$ cat config.mk
export PLATFORM = sky130hd
export DESIGN_NAME = apb_master_bridge_flat
export DESIGN_NICKNAME = d
export VERILOG_FILES = /design/src/rtl/apb_master_bridge_if.sv /design/src/rtl/apb_master_bridge.sv /design/src/flat_wrapper.sv
export SDC_FILE = /design/constraint.sdc
export NUM_CORES = 1
export LEC_CHECK = 0
export CAP_MARGIN = 40
export CORE_ASPECT_RATIO = 0.5
export CORE_MARGIN = 4
export CORE_UTILIZATION = 45
export DETAILED_ROUTE_END_ITERATION = 8
export PLACE_DENSITY = 0.91
export SKIP_CTS_REPAIR_TIMING = 1
export SYNTH_ARGS = -nofsm -noshare
export SYNTH_HDL_FRONTEND = slang
export SYNTH_SLANG_ARGS = --single-unit
$ cat constraint.sdc
create_clock -name pclk -period 6.8 [get_ports pclk]
set_input_delay 1.36 -clock pclk [delete_from_list [all_inputs] [get_ports pclk]]
set_output_delay 1.36 -clock pclk [all_outputs]
set_load 0.01 [all_outputs]
$ cat src/rtl/apb_master_bridge_if.sv
// Bundle between a command/response requester, the APB bridge and an APB completer.
// The bridge drives the APB side through the master modport; the environment uses slave.
interface apb_master_bridge_if #(
    parameter int ADDR_WIDTH = 8,
    parameter int DATA_WIDTH = 32,
    parameter int STRB_WIDTH = DATA_WIDTH / 8
);
    // Request handshake: a command transfers on a rising pclk edge where req_valid and
    // req_ready are both high; req_ready is combinational and req_valid must not wait on it.
    logic                  req_valid;
    logic                  req_ready;
    logic                  req_write;
    logic [ADDR_WIDTH-1:0] req_addr;
    logic [DATA_WIDTH-1:0] req_wdata;
    logic [STRB_WIDTH-1:0] req_strb;

    logic                  rsp_valid;
    logic [DATA_WIDTH-1:0] rsp_rdata;
    logic                  rsp_err;

    logic                  psel;
    logic                  penable;
    logic                  pWRITE;
    logic [ADDR_WIDTH-1:0] pADDr;
    logic [DATA_WIDTH-1:0] pWDATA;
    logic [STRB_WIDTH-1:0] pSTRB;
    logic                  pREADY;
    logic [DATA_WIDTH-1:0] pRDATA;

    modport master (
        input  req_valid, req_write, req_addr, req_wdata, req_strb,
        input  pREADY, pRDATA,
        output req_ready,
        output rsp_valid, rsp_rdata, rsp_err,
        output psel, penable, pWRITE, pADDr, pWDATA, pSTRB
    );

    modport slave (
        output req_valid, req_write, req_addr, req_wdata, req_strb,
        output pREADY, pRDATA,
        input  req_ready,
        input  rsp_valid, rsp_rdata, rsp_err,
        input  psel, penable, pWRITE, pADDr, pWDATA, pSTRB
    );
endinterface

$ cat src/rtl/apb_master_bridge.sv
// APB requester: turns single valid/ready commands into SETUP/ACCESS transfers,
// bounds the pREADY wait and returns data or a timeout error on a one-cycle strobe.
module apb_master_bridge #(
    parameter int ADDR_WIDTH = 8,
    parameter int DATA_WIDTH = 32,
    parameter int STRB_WIDTH = DATA_WIDTH / 8,
    parameter int TIMEOUT    = 16
) (
    input  logic                pclk,
    input  logic                prst,
    apb_master_bridge_if.master bus,
    output logic [1:0]          dbgState
);
    localparam int CNT_W = $clog2(TIMEOUT) + 1;
    localparam logic [CNT_W-1:0] LAST_WAIT = CNT_W'(TIMEOUT - 1);

    typedef enum logic [1:0] {
        IDLE   = 2'b00,
        SETUP  = 2'b01,
        ACCESS = 2'b10
    } state_t;

    state_t                state;
    state_t                stateNext;
    logic [CNT_W-1:0]      waitCnt;
    logic [CNT_W-1:0]      waitCntNext;
    logic                  reqReady;
    logic                  accept;

    logic                  pselNext;
    logic                  penableNext;
    logic                  pWriteNext;
    logic [ADDR_WIDTH-1:0] pAddrNext;
    logic [DATA_WIDTH-1:0] pWdataNext;
    logic [STRB_WIDTH-1:0] pStrbNext;
    logic                  rspValidNext;
    logic                  rspErrNext;
    logic [DATA_WIDTH-1:0] rspRdataNext;

    always_comb begin
        stateNext    = state;
        waitCntNext  = waitCnt;
        pselNext     = bus.psel;
        penableNext  = bus.penable;
        pWriteNext   = bus.pWRITE;
        pAddrNext    = bus.pADDr;
        pWdataNext   = bus.pWDATA;
        pStrbNext    = bus.pSTRB;
        rspValidNext = 1'b0;
        rspErrNext   = bus.rsp_err;
        rspRdataNext = bus.rsp_rdata;
        reqReady     = 1'b0;
        accept       = 1'b0;

        case (state)
            IDLE: begin
                reqReady    = 1'b1;
                pselNext    = 1'b0;
                penableNext = 1'b0;
            end
            SETUP: begin
                stateNext   = ACCESS;
                waitCntNext = '0;
                pselNext    = 1'b1;
                penableNext = 1'b1;
            end
            ACCESS: begin
                // pREADY is checked first so a late ready on the last wait cycle still completes.
                if (bus.pREADY) begin
                    reqReady     = 1'b1;
                    stateNext    = IDLE;
                    pselNext     = 1'b0;
                    penableNext  = 1'b0;
                    rspValidNext = 1'b1;
                    rspErrNext   = 1'b0;
                    rspRdataNext = bus.pWRITE ? '0 : bus.pRDATA;
                end else if (waitCnt == LAST_WAIT) begin
                    reqReady     = 1'b1;
                    stateNext    = IDLE;
                    pselNext     = 1'b0;
                    penableNext  = 1'b0;
                    rspValidNext = 1'b1;
                    rspErrNext   = 1'b1;
                    rspRdataNext = '0;
                end else begin
                    waitCntNext = waitCnt + CNT_W'(1);
                end
            end
            default: begin
                stateNext   = IDLE;
                pselNext    = 1'b0;
                penableNext = 1'b0;
            end
        endcase

        // A command taken on a completion edge goes straight to SETUP, keeping psel high.
        accept = reqReady & bus.req_valid;
        if (accept) begin
            stateNext   = SETUP;
            pselNext    = 1'b1;
            penableNext = 1'b0;
            pWriteNext  = bus.req_write;
            pAddrNext   = bus.req_addr;
            pWdataNext  = bus.req_wdata;
            pStrbNext   = bus.req_write ? bus.req_strb : '0;
        end
    end

    always_ff @(posedge pclk or posedge prst) begin
        if (prst) begin
            state         <= IDLE;
            waitCnt       <= '0;
            bus.psel      <= 1'b0;
            bus.penable   <= 1'b0;
            bus.pWRITE    <= 1'b0;
            bus.pADDr     <= '0;
            bus.pWDATA    <= '0;
            bus.pSTRB     <= '0;
            bus.rsp_valid <= 1'b0;
            bus.rsp_err   <= 1'b0;
            bus.rsp_rdata <= '0;
        end else begin
            state         <= stateNext;
            waitCnt       <= waitCntNext;
            bus.psel      <= pselNext;
            bus.penable   <= penableNext;
            bus.pWRITE    <= pWriteNext;
            bus.pADDr     <= pAddrNext;
            bus.pWDATA    <= pWdataNext;
            bus.pSTRB     <= pStrbNext;
            bus.rsp_valid <= rspValidNext;
            bus.rsp_err   <= rspErrNext;
            bus.rsp_rdata <= rspRdataNext;
        end
    end

    // Held low while reset is asserted so every output reads 0 during reset.
    assign bus.req_ready = reqReady & ~prst;
    assign dbgState      = state;
endmodule

$ cat src/flat_wrapper.sv
// flat-port wrapper written by rule: the top's interface ports become plain ports
module apb_master_bridge_flat 
#(
    parameter int ADDR_WIDTH = 8,
    parameter int DATA_WIDTH = 32,
    parameter int STRB_WIDTH = DATA_WIDTH / 8,
    parameter int TIMEOUT    = 16
)
  (pclk, prst, dbgState, bus_req_valid, bus_req_write, bus_req_addr, bus_req_wdata, bus_req_strb, bus_pREADY, bus_pRDATA, bus_req_ready, bus_rsp_valid, bus_rsp_rdata, bus_rsp_err, bus_psel, bus_penable, bus_pWRITE, bus_pADDr, bus_pWDATA, bus_pSTRB);
  apb_master_bridge_if #(.ADDR_WIDTH(ADDR_WIDTH), .DATA_WIDTH(DATA_WIDTH), .STRB_WIDTH(STRB_WIDTH)) bus_i ();
  input  logic pclk;
  input  logic prst;
  output logic [1:0] dbgState;
  input wire logic [$bits(bus_i.req_valid)-1:0] bus_req_valid;
  input wire logic [$bits(bus_i.req_write)-1:0] bus_req_write;
  input wire logic [$bits(bus_i.req_addr)-1:0] bus_req_addr;
  input wire logic [$bits(bus_i.req_wdata)-1:0] bus_req_wdata;
  input wire logic [$bits(bus_i.req_strb)-1:0] bus_req_strb;
  input wire logic [$bits(bus_i.pREADY)-1:0] bus_pREADY;
  input wire logic [$bits(bus_i.pRDATA)-1:0] bus_pRDATA;
  output wire logic [$bits(bus_i.req_ready)-1:0] bus_req_ready;
  output wire logic [$bits(bus_i.rsp_valid)-1:0] bus_rsp_valid;
  output wire logic [$bits(bus_i.rsp_rdata)-1:0] bus_rsp_rdata;
  output wire logic [$bits(bus_i.rsp_err)-1:0] bus_rsp_err;
  output wire logic [$bits(bus_i.psel)-1:0] bus_psel;
  output wire logic [$bits(bus_i.penable)-1:0] bus_penable;
  output wire logic [$bits(bus_i.pWRITE)-1:0] bus_pWRITE;
  output wire logic [$bits(bus_i.pADDr)-1:0] bus_pADDr;
  output wire logic [$bits(bus_i.pWDATA)-1:0] bus_pWDATA;
  output wire logic [$bits(bus_i.pSTRB)-1:0] bus_pSTRB;
  assign bus_i.req_valid = bus_req_valid;
  assign bus_i.req_write = bus_req_write;
  assign bus_i.req_addr = bus_req_addr;
  assign bus_i.req_wdata = bus_req_wdata;
  assign bus_i.req_strb = bus_req_strb;
  assign bus_i.pREADY = bus_pREADY;
  assign bus_i.pRDATA = bus_pRDATA;
  assign bus_req_ready = bus_i.req_ready;
  assign bus_rsp_valid = bus_i.rsp_valid;
  assign bus_rsp_rdata = bus_i.rsp_rdata;
  assign bus_rsp_err = bus_i.rsp_err;
  assign bus_psel = bus_i.psel;
  assign bus_penable = bus_i.penable;
  assign bus_pWRITE = bus_i.pWRITE;
  assign bus_pADDr = bus_i.pADDr;
  assign bus_pWDATA = bus_i.pWDATA;
  assign bus_pSTRB = bus_i.pSTRB;
  apb_master_bridge #(.ADDR_WIDTH(ADDR_WIDTH), .DATA_WIDTH(DATA_WIDTH), .STRB_WIDTH(STRB_WIDTH), .TIMEOUT(TIMEOUT)) u_core (.pclk(pclk), .prst(prst), .bus(bus_i), .dbgState(dbgState));
endmodule
==> results.py <==
metrics = {
    "status": {
        "status": "finished clean",
    },
    "yosys": {
        "ys_seq_elements": 88,
        "ys_seq_area_share_pct": 58.8,
        "syn_inst": 299,
        "netlist_area_um2": 3750,
        "synth_fp_nets": 382,
        "synthDistinctLibCells": 35,
        "async_flop_share_pct": 100,
        "synth_area_per_cell_um2": 12.5,
        "yosys_warnings": 0,
        "synth_edf_count": 0,
        "ys.flop_type": "dfrtp_1",
    },
    "die": {
        "core-area_um2": 8060,
        "dieArea_um2": 9940,
        "die_w_um": 137,
        "rows": 23,
        "start_util_pct": 46.5,
        "io_pins": 165,
        "die_h_um": 72.5,
    },
    "power_and_ir_drop": {
        "internal_power_mw": 1.29,
        "switching_share_pct": 29.6,
        "combPwrFrac_pct": 35.2,
        "leakage_nw": 2.49,
        "powerDensity_nw_per_um2": 319,
        "ir_worst_vdd_uv": 160,
        "clockPowerShare_pct": 24.6,
        "power_frac_seq_pct": 40.2,
        "switching_power_uw": 543,
    },
    "final_layout": {
        "final_util_pct": 71.5,
        "drive_gt1_share_pct": 14.8,
        "layout_common_cells": "clkdlybuf4s50_1 (164), dfrtp_1 (88), o21ai_0 (66)",
        "nets": 543,
        "area_delta_synth_final_pct": 53.8,
        "register_area_um2": 2200,
        "layout.cells.most_common": "clkdlybuf4s50_1",
        "fillCellCount": 539,
        "antennaDiodeCount": 0,
        "multi_input_area_um2": 1380,
    },
    "place": {
        "port_buffers": 164,
        "dp_hpwl_um": 7400,
        "gp_congestion": 0.745,
    },
    "setup_path": {
        "critPathLaunchType": "input pin",
        "cp-end-kind": "output port",
        "path_max_fanout": 9,
        "criticalPathCategory": "input pin to output port",
        "worstPathArrival_ns": 3.14,
        "worstPathRequired_ns": 5.44,
    },
    "hold_path": {
        "hp-class": "flip-flop to flip-flop",
    },
    "grt": {
        "grt_pass1_wl_um": 16600,
        "grt_pass1_vias": 3084,
        "grtUsageTotal_pct": 21.8,
        "grt_max_degree": 48,
        "overflow": 0,
        "antenna_found_initial": 0,
    },
    "cts": {
        "path_clk_slew_ns": 0.06,
        "h-tree-depth": 3,
        "clock-root-buffer": "clkbuf_16",
        "cts_buffers": 9,
        "clk-insertion-delay-late_ns": 0.34,
        "cts_sinks": 88,
        "cts.path.max_buffers": 2,
        "cts_tree": "yes",
    },
    "timing": {
        "setup-tns-final_ns": 0,
        "slew_viol_final": 0,
        "fin_crit_sh_pct": 66.2,
        "fin_skew_ns": 0.00812,
        "hold_viol_final": 0,
        "rsz0062_at_grt": "false",
        "setup_violations": 0,
        "period_needed_ns": 4.50,
        "slew_headroom_pct": 51.9,
        "max_freq_mhz": 222,
        "worst_slew_pin_slew_ns": 0.721,
    },
    "detailed_routing": {
        "wl_per_cell_um": 17.9,
        "drtIter0Drc": 170,
        "via_per_inst": 5.02,
        "drc": 0,
        "wl_um": 10300,
        "vias": 2899,
        "ant_nets": 0,
        "drt_pass1_iterations": 4,
    },
    "job": {
        "cap_violations": 0,
    },
}
[metrics by stage]
| step | worst slack [ns] | hold slack (ns) | instance area [um^2] | instances | total power [mW] |
|---|---|---|---|---|---|
| detailed placement | 2.31 | 0.463 | 5490 | 561 | 1.39 |
| CTS | 2.31 | 0.470 | 5760 | 577 | 1.86 |
| floorplan | 3.16 | 0.437 | 3750 | 299 | 1.02 |
| finish | 2.30 | 0.475 | 5760 | 577 | 1.84 |
| global route | 2.25 | 0.502 | 5760 | 577 | 1.93 |
| global placement | 2.35 | 0.469 | 5400 | 557 | 1.36 |
[registers in the layout, indices dropped and copies added (netlist names)]
register	cells
u_core.bus.rsp_err	1
u_core.dbgState	2
u_core.bus.psel	1
u_core.bus.pSTRB	4
u_core.waitCnt	5
u_core.bus.penable	1
u_core.bus.rsp_rdata	32
u_core.bus.pWRITE	1
u_core.bus.pWDATA	32
u_core.bus.rsp_valid	1
u_core.bus.pADDr	8
[power groups by stage]
stage / combinational (mW) / clock, mW / sequential, mW
finish: 0.646 / 0.452 / 0.739
global route: 0.691 / 0.486 / 0.756
CTS: 0.656 / 0.461 / 0.739
detailed placement: 0.650 / 0 / 0.743
global placement: 0.624 / 0 / 0.733
floorplan: 0.232 / 0 / 0.791
[area by class of cell]
type / count / area share, %
Tap cell: 112 / 2.43
Timing Repair Buffer: 170 / 30.2
Inverter: 5 / 0.434
Clock inverter: 7 / 0.847
Multi-Input combinational cell: 186 / 23.9
Sequential cell: 88 / 38.2
Clock buffer: 9 / 3.91
[Yosys cell counts (all sizes together), types with 2 or more instances]
master | n | share of area [%]
a21oi | 2 | 0.27
a22o | 4 | 0.94
a32o | 3 | 0.80
buf | 6 | 2.6
clkbuf | 14 | 1.4
dfrtp | 88 | 59
ha | 2 | 0.67
inv | 5 | 0.63
mux2 | 40 | 16
nand2 | 38 | 3.8
nand2b | 4 | 0.87
nor2 | 3 | 0.30
nor2b | 2 | 0.33
nor3b | 2 | 0.40
o21ai | 72 | 9.6
[cell families after synthesis]
| family | after synthesis | synth area share [%] |
|---|---|---|
| AO/OA/AOI/OAI | 84 | 12.2 |
| XOR/XNOR | 1 | 0.234 |
| adder cells (fa/ha/maj) | 2 | 0.668 |
| buffers and inverters | 25 | 4.61 |
| flip-flops | 88 | 58.8 |
| multiplexers | 41 | 16.2 |
| AND/OR/NAND/NOR | 58 | 7.35 |
[path summary, 6_finish.rpt]
check	start	to	slack, ns	cells past startpoint
max	bus_pREADY	bus_req_ready	2.30	5
min	u_core.waitCnt[3]	u_core.waitCnt[3]	0.47	1
max reg2reg	u_core.waitCnt[0]	u_core.bus.pWDATA[13]	4.41	7
min reg2reg	u_core.waitCnt[3]	u_core.waitCnt[3]	0.47	1
max in group asynchronous	prst	u_core.bus.rsp_rdata[6]	4.67	4
min in group asynchronous	prst	u_core.bus.pWDATA[30]	1.52	3
[worst max-delay path, stage by stage]
cell and delay, ns:
clkdlybuf4s50_1 0.58, or3b_4 0.50, or2b_1 0.18, nor2_1 0.04, clkdlybuf4s50_1 0.48
[metal layers]
metal,track usage (%),up-vias,part of all wire (%)
met4,3.98,0,0.76
met5,0,-,0
met1,25.6,1456,40
met3,6.09,8,4.4
li1,-,1362,-
met2,40.6,73,55
Note: power is estimated with default switching activity, not from simulation.
